`src/rtl/viterbi_frame_ctrl.sv`:
```
// Frame sequencer for the rate-1/2 K=3 Viterbi front end: accepts symbol pairs,
// feeds the branch-metric chain, aligns the ACS enable and launches traceback.
module viterbi_frame_ctrl #(
   parameter int FRAME_LEN = 16,
   parameter int PIPE_LAT  = 2,
   parameter int CNT_W     = 8
) (
   input  logic             clk,
   input  logic             rst,
   input  logic             sym_valid,
   input  logic [1:0]       sym_pair,
   output logic             sym_ready,
   input  logic             frame_abort,
   output logic [1:0]       bit_pair_out,
   output logic             pair_strobe,
   output logic [1:0]       stage_sel,
   output logic             bmu_refresh,
   output logic             acs_en,
   output logic             tb_start,
   input  logic             tb_done,
   output logic             frame_busy,
   output logic             frame_done,
   output logic [CNT_W-1:0] step_cnt
);

   typedef enum logic [2:0] {IDLE, LOAD, DRAIN, TB, DONE} state_t;

   localparam logic [CNT_W-1:0] LAST_STEP  = CNT_W'(FRAME_LEN - 1);
   localparam logic [2:0]       LAST_DRAIN = 3'(PIPE_LAT);

   state_t              state;
   logic [2:0]          drain_cnt;
   logic [PIPE_LAT-1:0] acs_dly;
   logic                accept;
   logic                abort_hit;

   assign accept    = sym_valid & sym_ready & ~frame_abort;
   assign abort_hit = frame_abort & ((state == LOAD) | (state == DRAIN) | (state == TB));
   assign acs_en    = acs_dly[PIPE_LAT-1];

   // Only steady-stage pairs produce metrics the ACS consumes; the delay line
   // matches the branch-metric pipeline and is flushed when a frame is dropped.
   always_ff @(posedge clk or posedge rst) begin
      if (rst) begin
         acs_dly <= '0;
      end else if (abort_hit) begin
         acs_dly <= '0;
      end else begin
         acs_dly[0] <= pair_strobe & (stage_sel == 2'd2);
         for (int i = 1; i < PIPE_LAT; i++) begin
            acs_dly[i] <= acs_dly[i-1];
         end
      end
   end

   // Frame FSM; all outputs are registered and the pulses default low each cycle.
   always_ff @(posedge clk or posedge rst) begin
      if (rst) begin
         state        <= IDLE;
         drain_cnt    <= '0;
         sym_ready    <= 1'b0;
         bit_pair_out <= '0;
         pair_strobe  <= 1'b0;
         stage_sel    <= '0;
         bmu_refresh  <= 1'b0;
         tb_start     <= 1'b0;
         frame_busy   <= 1'b0;
         frame_done   <= 1'b0;
         step_cnt     <= '0;
      end else begin
         pair_strobe <= accept;
         tb_start    <= 1'b0;
         frame_done  <= 1'b0;
         bmu_refresh <= 1'b0;
         if (accept) begin
            bit_pair_out <= sym_pair;
            stage_sel    <= (step_cnt == '0) ? 2'd0 :
                            (step_cnt == CNT_W'(1)) ? 2'd1 : 2'd2;
         end
         if (abort_hit) begin
            state       <= IDLE;
            step_cnt    <= '0;
            sym_ready   <= 1'b1;
            bmu_refresh <= 1'b1;
            frame_busy  <= 1'b0;
         end else begin
            case (state)
               IDLE: begin
                  sym_ready <= 1'b1;
                  if (accept) begin
                     state      <= LOAD;
                     step_cnt   <= CNT_W'(1);
                     frame_busy <= 1'b1;
                  end
               end
               LOAD: begin
                  if (accept) begin
                     step_cnt <= step_cnt + 1'b1;
                     if (step_cnt == LAST_STEP) begin
                        sym_ready <= 1'b0;
                        drain_cnt <= '0;
                        state     <= DRAIN;
                     end
                  end
               end
               DRAIN: begin
                  // Counts PIPE_LAT+1 cycles from the edge that took the last pair.
                  if (drain_cnt == LAST_DRAIN) begin
                     state    <= TB;
                     tb_start <= 1'b1;
                  end else begin
                     drain_cnt <= drain_cnt + 1'b1;
                  end
               end
               TB: begin
                  if (tb_done) begin
                     state       <= DONE;
                     frame_done  <= 1'b1;
                     bmu_refresh <= 1'b1;
                  end
               end
               DONE: begin
                  state      <= IDLE;
                  sym_ready  <= 1'b1;
                  step_cnt   <= '0;
                  frame_busy <= 1'b0;
               end
               default: begin
                  state      <= IDLE;
                  frame_busy <= 1'b0;
               end
            endcase
         end
      end
   end

endmodule
```
`config.mk`:
```
export PLATFORM = sky130hd
export DESIGN_NAME = viterbi_frame_ctrl
export DESIGN_NICKNAME = d
export VERILOG_FILES = /design/src/rtl/viterbi_frame_ctrl.sv
export SDC_FILE = /design/constraint.sdc
export NUM_CORES = 1
export LEC_CHECK = 0
export CAP_MARGIN = 25
export CORE_MARGIN = 3
export CORE_UTILIZATION = 40
export CTS_BUF_LIST = sky130_fd_sc_hd__clkbuf_8 sky130_fd_sc_hd__clkbuf_16
export CTS_CLUSTER_SIZE = 40
export DETAILED_ROUTE_END_ITERATION = 12
export GPL_ROUTABILITY_DRIVEN = 0
export GPL_TIMING_DRIVEN = 0
export REMOVE_ABC_BUFFERS = 1
export SLEW_MARGIN = 20
export SYNTH_ARGS = -nofsm -noshare
export SYNTH_HDL_FRONTEND = slang
export SYNTH_SLANG_ARGS = --single-unit
```
`constraint.sdc`:
```
create_clock -name clk -period 1.8 [get_ports clk]
set_input_delay 0.36 -clock clk [delete_from_list [all_inputs] [get_ports clk]]
set_output_delay 0.36 -clock clk [all_outputs]
set_load 0.02 [all_outputs]
```
**Word-level counts from Yosys, hierarchy flattened**

Index checks and enable logic that the tools add are counted.

- Reductions and logical operators: 12
- Add/sub/neg operators: 2
- Multiplexer cells: 32
- Equality and inequality tests: 17
- Bitwise logic cells: 8

Operators by type and width:

| kind | count |
|---|---|
| $mux 3 | 9 |
| $mux 8 | 3 |
| $pmux 8 s3 | 1 |
| $mux 1 | 12 |
| $pmux 3 s4 | 1 |
| $reduce_and 5->1 | 2 |
| $eq 3x2->1 const B | 3 |
| $ne 3x3->1 const B | 3 |
| $add 8x1->8 const B | 1 |
| $eq 8x1->1 const B | 1 |
| $eq 8x4->1 const B | 1 |
| $logic_not 8->1 | 1 |
| $mux 2 | 3 |
| $ne 3x2->1 const B | 2 |
| $pmux 3 s2 | 1 |
| $reduce_and 3->1 | 2 |
| $and 1x1->1 | 4 |
| $ne 2x1->1 const B | 2 |
| $ne 2x2->1 const B | 2 |
| $pmux 1 s2 | 2 |
| $reduce_bool 4->1 | 1 |
| $add 3x1->3 const B | 1 |
| $eq 3x1->1 const B | 1 |
| $eq 3x3->1 const B | 1 |
| other kinds (9) | 11 |

- Input bits: 7
- Logic and storage cells: 83
- Output and inout bits: 19
- Register bits: 26

**Longest topological paths before layout**

- Word-level depth: 6
- Depth in mapped cells: 6
- Depth with buffers taken out: 6

**Least setup slack after synthesis**

No wires, ideal clock.

- Kind: register to register
- From: reg step_cnt[4]
- To: reg stage_sel[1]
- Arrival time: 1611 ps
- Period minus slack after synthesis: 1732 ps
- Buffers on the path: 0
- Stages on the path, launching flop included: 5
- Data required time: 1680 ps
- Library setup time: 120 ps
- Path slack: 68 ps
- Path through: dfrtp_1 or4_1 or3_1 o21ai_0 nand2_1

- Word-level cells in the longest chain between the ends: 3
- Elaborated cells between the ends (all ways): 4
- Classes of those cells: eq/ne: 1; mux: 2; reduce/logical: 1

RTL lines:

| item | line | text |
|---|---|---|
| start, declared | 23 | `output logic [CNT_W-1:0] step_cnt` |
| start signal, assigned | 98 | `step_cnt <= step_cnt + 1'b1;` |
| $eq 8x1->1 | 78 | `(step_cnt == CNT_W'(1)) ? 2'd1 : 2'd2;` |
| $mux 2 | 78 |  |
| $mux 2 (*) | 77 | `stage_sel <= (step_cnt == '0) ? 2'd0 :` |
| end signal, assigned | 77 |  |
| end, declared | 16 | `output logic [1:0] stage_sel,` |

Every way passes the cells marked *; elsewhere a longest branch is shown, timed or not.
A chain may end at the register's enable or synchronous reset.

**Worst setup path after layout**

- From: reg state[2]
- To: reg step_cnt[7]

- Word-level cells in the longest chain between the ends: 6
- Elaborated cells between the ends (all ways): 14
- Classes of those cells: eq/ne: 6; mux: 2; bitwise: 3; reduce/logical: 3

RTL lines:

| item | line | text |
|---|---|---|
| start, declared | 31 | `state_t state;` |
| start signal, assigned | 59 | `state <= IDLE;` |
| start signal, assigned | 81 | `state <= IDLE;` |
| start signal, assigned | 91 | `state <= LOAD;` |
| $eq 3x1->1 or $eq 3x2->1 (tied branches) | 38, 87 |  |
| $or 1x1->1 (2 in series) | 38 | `assign abort_hit = frame_abort & ((state == LOAD) \| (state == DRAIN) \| (state == TB));` |
| $and 1x1->1 | 38 |  |
| $ne 3x3->1 (no line) or $reduce_bool 4->1 (tied branches) | - |  |
| $reduce_and 3->1 (no line) | - |  |

Parallel ways exist; a longest one is shown, timed or not.

==> results by group <==
Logic synthesis
  – Async SR Flop Fraction: 100%
  – Dominant cell by count in the synthesized netlist: dfrtp_1
  – Synth Instances: 141
  – Post-synthesis adder-cell area fraction: 4.59%
  – Synth cell types: 41
  – Mux share of post-synthesis cell area: 0.735%
  – Seq/Total Area, Yosys: 47.8%
  – Top cells by count, synth: dfrtp_1, nand2_1, o21ai_0, nor2_1, nand3_1
  – Compound-Gate Fraction of Synth Area: 18.4%
  – Post-synthesis simple-gate area fraction: 24.2%
  – Top cell type's share of synthesized area: 47.8%
  – Largest area contributor in the netlist: dfrtp_1
  – Synth warn: 0
  – Netlist Area Pre-Place: 1360 µm²
  – Yosys reg bits: 26
  – Xor-xnor portion of the synthesized cell area: 0%
  – Syn_area_per_cell: 9.66 µm²
  – Largest family of logic cells by synthesized area: simple AND/OR/NAND/NOR gates
  – Area contributors post-synth: dfrtp_1, o21ai_0, ha_1
  – Post-synth EDFFs: 0
  – Dominant synthesized flop cell: dfrtp_1

STA
  – RSZ-0062 raised after global routing: false
  – Max-slew headroom: 59.7%
  – Final setup violation count: 0
  – Clock Skews: 0.0111 ns
  – Hold Fails Final Rpt: 0
  – Fmax: 576 MHz
  – Crit path time final: 1.73 ns
  – Setup total negative slack: 0 ns
  – Ratio of final minimum period to clock period: 96.4%
  – Worst Tran Pin Value: 0.600 ns
  – Slew Limit Fails: 0

Route
  – DRC errors left: 0
  – Routed WL: 2950 µm
  – Routed wire length per instance: 13.8 µm
  – Vias per inst: 5.33
  – DRT Pass-1 Iters: 4
  – Remaining antenna violation count after routing: 0
  – Initial DRC count: 39
  – Via count: 1,141

Worst setup path
  – Largest stage delay, worst path: 0.54 ns
  – Worst path arrival time: 1.95 ns
  – Crit-path slowest cell: dfrtp_2
  – CP required: 2.01 ns
  – Crit path launch type: register
  – Worst Path Max Fanout: 15
  – Crit Path Class: reg2reg
  – Critical-path cell list: nor4b_4 -> nand2_2 -> or4_1 -> nand3_1
  – R2R Setup Slk: 0.07 ns
  – Reg2reg path depth: 4
  – Crit. End Element: register

Global route
  – First-pass GRT wire length: 5350 µm
  – Vias in the first global route: 1,170
  – Largest net degree at the start of global routing: 27
  – Initial antenna violation count: 0
  – Grt ovf: 0
  – GRT Overall Usage: 16.0%

Run status
  – Status: complete, no violations

Power and ir drop
  – Comb power frac: 24.4%
  – Sw frac: 28.5%
  – Sw power: 0.449 mW
  – Sequential power share: 45.4%
  – Clock share of power: 30.2%
  – Cell internal pwr: 1.13 mW
  – P_leak: 0.798 nW
  – Cell area power density: 879 nW/µm²
  – Peak VDD IR: 0.000361 V
  – Tot Pwr: 1.57 mW

Clock tree
  – Clock-pin slew on the worst setup and hold paths: 0.09 ns
  – Worst-Skew Late Latency: 0.27 ns
  – Hold buffers post-CTS: 0
  – Deepest clock path buffer count: 2
  – Inserted Clock Buffers: 3
  – CTS tree: done
  – Clk sinks: 26
  – Number of H-tree levels: 1
  – Root Driver: clkbuf_8

Final layout
  – Area growth from synthesis to layout: 31.4%
  – # diodes: 0
  – Share of layout cells above drive strength 1: 13.5%
  – Net count, final: 183

Floorplanning
  – Die X: 64.4 µm
  – I/O pins: 26
  – FP Rows: 20
  – Core region area: 3150 µm²
  – Die Y: 64.4 µm
  – Die ar.: 4140 µm²
  – Initial Utilization: 43.2%

Job
  – Max Cap Violations: 0

Placed design
  – Post-DP HPWL: 2020 µm
  – Port buffer count: 25

Worst hold path
  – Class of the worst hold path: in2async
layout make-up:
class / instances / area (µm²)
clock buffer: 3 / 41.3
tap: 44 / 55.1
inverter: 7 / 26.3
timing repair buffer: 31 / 307
multi-input combinational: 102 / 674
clock inverter: 1 / 30.0
sequential: 26 / 657
fill: 302 / 1360
final timing paths:
kind / startpoint / end
max: state[2] / step_cnt[7]
min: rst / sym_ready
max reg2reg: state[2] / step_cnt[7]
max in group asynchronous: rst / step_cnt[0]
min in group clk: stage_sel[0] / acs_dly[0]
min reg2reg: stage_sel[0] / acs_dly[0]
metal layers:
layer  wire (µm)  up-vias  GRT usage [%]
met2        1370       21           26.7
met4           0        0           3.17
li1            -      573              -
met1        1470      547           21.7
met5           0        -              0
met3         113        0           2.99
worst max-delay path, delay by kind of cell (launching register included):
kind / cells / cell delay (ns)
flip-flops: 1 / 0.54
AND/OR/NAND/NOR: 4 / 1.13
flip-flops by register name, indices dropped and copies added (netlist names):
signal,flops
stage_sel,2
drain_cnt,3
frame_done,1
pair_strobe,1
frame_busy,1
acs_dly,2
bit_pair_out,2
step_cnt,8
state,3
sym_ready,1
bmu_refresh,1
tb_start,1
cell families (layout without fill, tap and decap cells):
kind of cell | count (synthesis) | count (layout)
simple gates | 58 | 58
fa+ha+maj | 5 | 5
buf+inv | 13 | 42
mux | 1 | 1
flops | 26 | 26
compound gates | 38 | 38
cell usage in the layout, fill, tap and decap left out, types with 2 or more instances in the layout:
cell type        instances
a22oi_1                  2
dlymetal6s2s_1           2
clkbuf_8                 3
and4_1                   2
o211ai_1                 2
nor3_1                   2
ha_1                     5
nand3b_1                 3
nand2_1                 15
nand3_1                  7
nand2b_1                 3
and3_1                   2
buf_4                    5
a31oi_1                  2
nand4b_1                 3
dfrtp_2                  5
inv_1                    5
nor2_1                  12
dfrtp_1                 21
clkdlybuf4s50_1         22
o21ai_0                 15
o31ai_1                  5
power groups by stage:
stage                     combinational (mW)  sequential [mW]  clock [mW]
after floorplan                        0.154            0.771           0
final                                  0.385            0.715       0.475
after global placement                 0.367            0.723           0
after detailed placement               0.371            0.723           0
after global routing                   0.427            0.732       0.525
after CTS                              0.383            0.712       0.500
metrics by stage:
stage          setup slack [ns]  util [%]  std cells  cell area, µm²  hold slack, ns
3_3_place_gp             -0.707      51.9        204            1640           0.449
5_1_grt                 0.00127      56.8        214            1790           0.423
2_1_floorplan            0.0681         -        135            1330           0.400
6_report                 0.0653      56.8        214            1790           0.386
3_5_place_dp             -0.721      51.9        204            1640           0.454
4_1_cts                  0.0121      54.9        210            1730           0.469
repair_timing:
action / in CTS / in global routing
pin swaps: 1 / 0
gates resized for setup: 3 / 9
endpoints found under the setup margin: 11 / 13
cloned: 0 / 0
setup buffers: 2 / 3
Note: power is estimated with default switching activity, not from simulation.
